File: src/rtl/traffic_pkg.sv
// traffic_pkg: phase encoding, blank code and 7-segment table shared by the countdown display.
package traffic_pkg;
  typedef enum logic [2:0] {NONE, GREEN, YELLOW, RED, INVALID} phase_t;
  localparam logic [6:0] SEG_BLANK = 7'h00;
  localparam logic [6:0] SEG_TABLE [10] = '{7'h7E, 7'h30, 7'h6D, 7'h79, 7'h33,
                                             7'h5B, 7'h5F, 7'h70, 7'h7F, 7'h7B};
  function automatic phase_t decode_phase(input logic [2:0] gyr);
    return gyr == 3'b100 ? GREEN : gyr == 3'b010 ? YELLOW : gyr == 3'b001 ? RED : INVALID;
  endfunction
endpackage

File: src/rtl/traffic_countdown_display_seg7_decoder.sv
// seg7_decoder: 4-bit BCD digit to active-high {a..g} segments, codes above 9 blank.
module seg7_decoder
  import traffic_pkg::*;
(
  input  logic [3:0] bcd,
  output logic [6:0] seg
);
  assign seg = bcd < 4'd10 ? SEG_TABLE[bcd] : SEG_BLANK;
endmodule

File: src/rtl/traffic_countdown_display.sv
// traffic_countdown_display: per-direction phase countdown shown as binary, BCD and 7-segment.
// Define CD_LEADING_ZERO_BLANK_EN to blank the tens segments when the tens digit is 0.
module traffic_countdown_display
  import traffic_pkg::*;
#(
  parameter int CW = 6
) (
  input  logic          clk,
  input  logic          rst_n,
  input  logic          tick,
  input  logic          G1,
  input  logic          Y1,
  input  logic          R1,
  input  logic          G2,
  input  logic          Y2,
  input  logic          R2,
  input  logic [CW-1:0] Tgreen,
  input  logic [CW-1:0] Tyellow,
  input  logic [CW-1:0] Tred,
  output logic [CW-1:0] cnt1,
  output logic [CW-1:0] cnt2,
  output logic [3:0]    bcd1_t,
  output logic [3:0]    bcd1_o,
  output logic [3:0]    bcd2_t,
  output logic [3:0]    bcd2_o,
  output logic [6:0]    seg1_t,
  output logic [6:0]    seg1_o,
  output logic [6:0]    seg2_t,
  output logic [6:0]    seg2_o,
  output logic          err1,
  output logic          err2
);
  logic [2:0] lamps [2];
  assign lamps[0] = {G1, Y1, R1};
  assign lamps[1] = {G2, Y2, R2};
  for (genvar d = 0; d < 2; d++) begin : g_dir
    phase_t        ph, ph_q;
    logic          load, shown_nx, lead_blank;
    logic [CW-1:0] dur, cnt_nx, cnt_q;
    logic [3:0]    tens, ones, bcd_t_q, bcd_o_q;
    logic [6:0]    dec_t, dec_o, seg_t_q, seg_o_q;
    logic          err_q;
    always_comb begin
      ph       = decode_phase(lamps[d]);
      load     = ph != INVALID && ph != ph_q;
      dur      = ph == GREEN ? Tgreen : ph == YELLOW ? Tyellow : Tred;
      cnt_nx   = load ? dur :
                 (ph != INVALID && tick && cnt_q != '0) ? cnt_q - CW'(1) : cnt_q;
      tens     = 4'(cnt_nx / CW'(10));
      ones     = 4'(cnt_nx % CW'(10));
      // segments stay blank until a valid phase has been stored at least once
      shown_nx = load || ph_q != NONE;
    end
`ifdef CD_LEADING_ZERO_BLANK_EN
    assign lead_blank = tens == 4'd0;
`else
    assign lead_blank = 1'b0;
`endif
    seg7_decoder u_dec_t (.bcd(tens), .seg(dec_t));
    seg7_decoder u_dec_o (.bcd(ones), .seg(dec_o));
    always_ff @(posedge clk) begin
      if (!rst_n) begin
        ph_q    <= NONE;
        cnt_q   <= '0;
        bcd_t_q <= '0;
        bcd_o_q <= '0;
        seg_t_q <= SEG_BLANK;
        seg_o_q <= SEG_BLANK;
        err_q   <= 1'b0;
      end else begin
        if (load) ph_q <= ph;
        cnt_q   <= cnt_nx;
        bcd_t_q <= tens;
        bcd_o_q <= ones;
        seg_t_q <= shown_nx && !lead_blank ? dec_t : SEG_BLANK;
        seg_o_q <= shown_nx ? dec_o : SEG_BLANK;
        err_q   <= ph == INVALID;
      end
    end
  end
  assign cnt1   = g_dir[0].cnt_q;
  assign cnt2   = g_dir[1].cnt_q;
  assign bcd1_t = g_dir[0].bcd_t_q;
  assign bcd1_o = g_dir[0].bcd_o_q;
  assign bcd2_t = g_dir[1].bcd_t_q;
  assign bcd2_o = g_dir[1].bcd_o_q;
  assign seg1_t = g_dir[0].seg_t_q;
  assign seg1_o = g_dir[0].seg_o_q;
  assign seg2_t = g_dir[1].seg_t_q;
  assign seg2_o = g_dir[1].seg_o_q;
  assign err1   = g_dir[0].err_q;
  assign err2   = g_dir[1].err_q;
endmodule

File: config.mk
export PLATFORM = sky130hd
export DESIGN_NAME = traffic_countdown_display
export DESIGN_NICKNAME = d
export VERILOG_FILES = /design/src/rtl/traffic_pkg.sv /design/src/rtl/traffic_countdown_display_seg7_decoder.sv /design/src/rtl/traffic_countdown_display.sv
export SDC_FILE = /design/constraint.sdc
export NUM_CORES = 1
export LEC_CHECK = 0
export CAP_MARGIN = 5
export CORE_UTILIZATION = 35
export DETAILED_ROUTE_END_ITERATION = 8
export GPL_ROUTABILITY_DRIVEN = 0
export PLACE_DENSITY = 0.63
export SYNTH_ARGS = -nofsm -noshare
export SYNTH_HDL_FRONTEND = slang
export SYNTH_SLANG_ARGS = --single-unit
File: constraint.sdc
create_clock -name clk -period 16.3 [get_ports clk]
set_input_delay 3.26 -clock clk [delete_from_list [all_inputs] [get_ports clk]]
set_output_delay 3.26 -clock clk [all_outputs]
set_load 0.03 [all_outputs]
==> results.md <==
- Met3 routed WL: 587 microns
- EDFF count, synth: 0
- Hold Path Origin: g_dir[0].ph_q[2]$_SDFFE_PN0N_
- Post-synthesis xor/xnor area fraction: 1.46%
- TritonCTS clock tree: done
- H-tree depth: 3
- Root buffer cell: clkbuf_16
- Starting Density: 36.6%
- Endpoints failing hold: 0
- Final setup fails: 0
- Main combinational cell family by area after synthesis: compound AO/OA/AOI/OAI gates
- Final Non-Filler Cells: 690
- Topmost layer with routed signal wires: met4
- Fraction of layout instances using a drive strength above 1: 8.73%
- Final #Nets: 610
- Fillcell total: 1,100
- Post-place setup slack: 7.33 ns
- Relative slew margins: 28.4%
- Int Pwr: 511 uW
- Warnings from Yosys: 0
- Critical Path Source: R2
- Crit. path cell count: 21
- Peak VDD IR: 0.0954 mV
- Final period utilization: 53.3%
- Initial antenna violation count: 0
- Sequential area share after synthesis: 29.7%
- Synth area leaders: dfxtp_1 30%, ha_1 11%, nor2_1 4.7%
- Hold buffers post-CTS: 0
- Switching share of power: 44.5%
- Outcome: finished, final reports clean
- Die ar.: 12,000 sq um
- Crit-path slowest cell: clkdlybuf4s50_1
- CP Launch Type: input port
- Setup TNS: 0 ns
- Gr ovfl total: 0
- Post-synthesis average cell area: 8.61 sq um
- CP Data Required Time: 16.56 ns
- Cell count after placement: 676
- Critical Path AT: 8.95 ns
- Crit-path most repeated cell: inv_1
- Yosys top cell area share: 29.7%
- Unrepaired setup endpoints after global routing: false
- Final setup margin: 7.62 ns
- Post-synth cell types: 77
- Post-CTS Setup Repair Bufs: 0
- Fmax: 115 MHz
- Height of the die: 109 microns
- DRT antenna net count: 0
- WL final: 10,900 microns
- Synth cell count leaders: 60 x dfxtp_1, 51 x nor2_1, 36 x a21oi_1, 36 x ha_1, 29 x inv_1
- Chip Width: 109 microns
- Min-Delay Path Class: reg2reg
- Crit-path cells: clkdlybuf4s50_1, or3_4, a311oi_4, or2_4, mux2i_1, inv_1, nand4_1, a21boi_0, ha_1, inv_1, or4_4, and3_4, nor2_1, a21oi_2, xnor2_1, inv_1, ha_1, inv_1, a211o_1, nand3b_1, a21oi_1
- MaxCap Viol Count: 0
- R2R cell count: 18
- Ports: 85
- Post-synthesis simple-gate area fraction: 20.0%
- Mux share of post-synthesis cell area: 4.92%
- Comb power frac: 57.4%
- CTS resizes: 0
- Crit end category: register
- CTS sink count: 60
- Vias post-DR: 3,795
- Gr usage total: 18.6%
- LEAKAGE: 2.07 nW
- Sequential power share: 22.5%
- Clk network pwr share: 20.1%
- Power per cell area: 176 nW/um^2
- Final Core Density: 47.4%
- CTS Buf Count: 9
- Ys flop type: dfxtp_1
- Compound-Gate Fraction of Synth Area: 26.9%
- Max Transition Viols Final: 0
- Vias in the first global route: 3,617
- Hold Crit Depth: 1
- First-pass GRT wire length: 17,400 microns
- Largest net degree at the start of global routing: 25
- Hpwl dp: 7920 microns
- DR WL met2: 4920 microns
- Tmin final: 8.68 ns
- Slew @ Worst Pin: 1.07 ns
- Total net switching power: 410 uW
- Cell area after synthesis: 4040 sq um
- Share of synthesized registers carrying an async set or reset: 0%
- CORE AREA: 11,000 sq um
- Final Skew: 0.0102 ns
- Vias per cell: 5.50
- Initial DRT Pass Iterations: 4
- Maximum root-to-sink buffer count: 2
- Residual DRC: 0
- Most frequent cell after synthesis: dfxtp_1
- Slowest cell delay on critical path: 0.71 ns
- DRT iter0 DRCs: 203
- Diodes inserted: 0
- Worst skew pair latency: 0.33 ns
- Post-synth top area cell: dfxtp_1
- CP max FO: 17
- Cell count after synthesis: 469
- Top delay family on crit path: simple AND/OR/NAND/NOR gates
- Post-synthesis adder-cell area fraction: 11.1%
- Synth Register Bits: 60
- CP Class: in2reg
- WL/cell: 15.7 microns
- Launch point of the worst reg-to-reg path: cnt1[0]$_SDFF_PN0_
- CP bufs+invs: 5
- Port bufs: 82
- Clock slew at reported path FFs: 0.06 ns
- Row count: 38
- Metal1 wirelength: 5150 microns
- P&R area growth vs syn: 29.5%
==> flip-flops by register name (all words and copies together), names as in the netlist, 6 cells and up <==
register	cells
seg1_o	7
cnt2	6
seg1_t	7
g_dir.ph_q	6
seg2_t	7
seg2_o	7
cnt1	6
==> area by class of cell <==
cell class / instances / area (sq um) / area share, %
Tap cell: 140 / 175 / 3.35
Timing Repair Buffer: 84 / 836 / 16.0
Clock buffer: 9 / 225 / 4.31
Multi-Input combinational cell: 358 / 2610 / 49.9
Clock inverter: 5 / 55.1 / 1.05
Inverter: 34 / 128 / 2.44
Sequential cell: 60 / 1200 / 23.0
==> layout by cell type, fill, tap and decap left out, types with 10 or more instances in the layout <==
master and n:
o211ai_1 11, nor3_1 14, inv_1 29, a21oi_1 36, nor2_1 51, nand2b_1 11
clkdlybuf4s50_1 82, mux2i_1 10, ha_1 36, o22ai_1 13, dfxtp_1 60, nand2_1 14
==> power groups by stage <==
stage	Combinational (mW)	Clock, mW	Sequential (mW)
floorplan	0.292	0	0.286
global placement	0.513	0	0.210
detailed placement	0.522	0	0.209
CTS	0.527	0.189	0.208
global route	0.579	0.196	0.212
finish	0.528	0.185	0.208
==> kinds of logic (layout without fill, tap and decap cells) <==
family / count (synthesis) / in the layout
buffers and inverters: 52 / 132
XOR/XNOR: 5 / 5
AO/OA/AOI/OAI: 151 / 151
flip-flops: 60 / 60
other: 1 / 2
AND/OR/NAND/NOR: 148 / 148
adder cells (fa/ha/maj): 36 / 36
multiplexers: 16 / 16
==> path summary, 6_finish.rpt <==
kind,to,slack [ns]
worst min register to register,g_dir[0].ph_q[2]$_SDFFE_PN0N_,0.52
worst min-delay path,g_dir[0].ph_q[2]$_SDFFE_PN0N_,0.52
worst max register to register,seg1_o[3]$_SDFF_PN0_,10.93
worst max-delay path,seg2_o[0]$_SDFF_PN0_,7.62
==> metal layers <==
metal  GRT usage [%]  vias up
met3            4.39       20
met5               0        -
met1            24.1     1796
li1                -     1878
met4            6.48        0
met2            30.1      101
==> stage by stage <==
step	hold WS (ns)	total power, mW	instance area [sq um]
after CTS	0.519	0.923	5230
after detailed placement	0.507	0.731	4950
final	0.516	0.921	5230
after floorplan	0.485	0.578	4040
after global placement	0.506	0.724	4950
after global routing	0.531	0.988	5230
No activity file was read; power rests on OpenSTA's default activity.
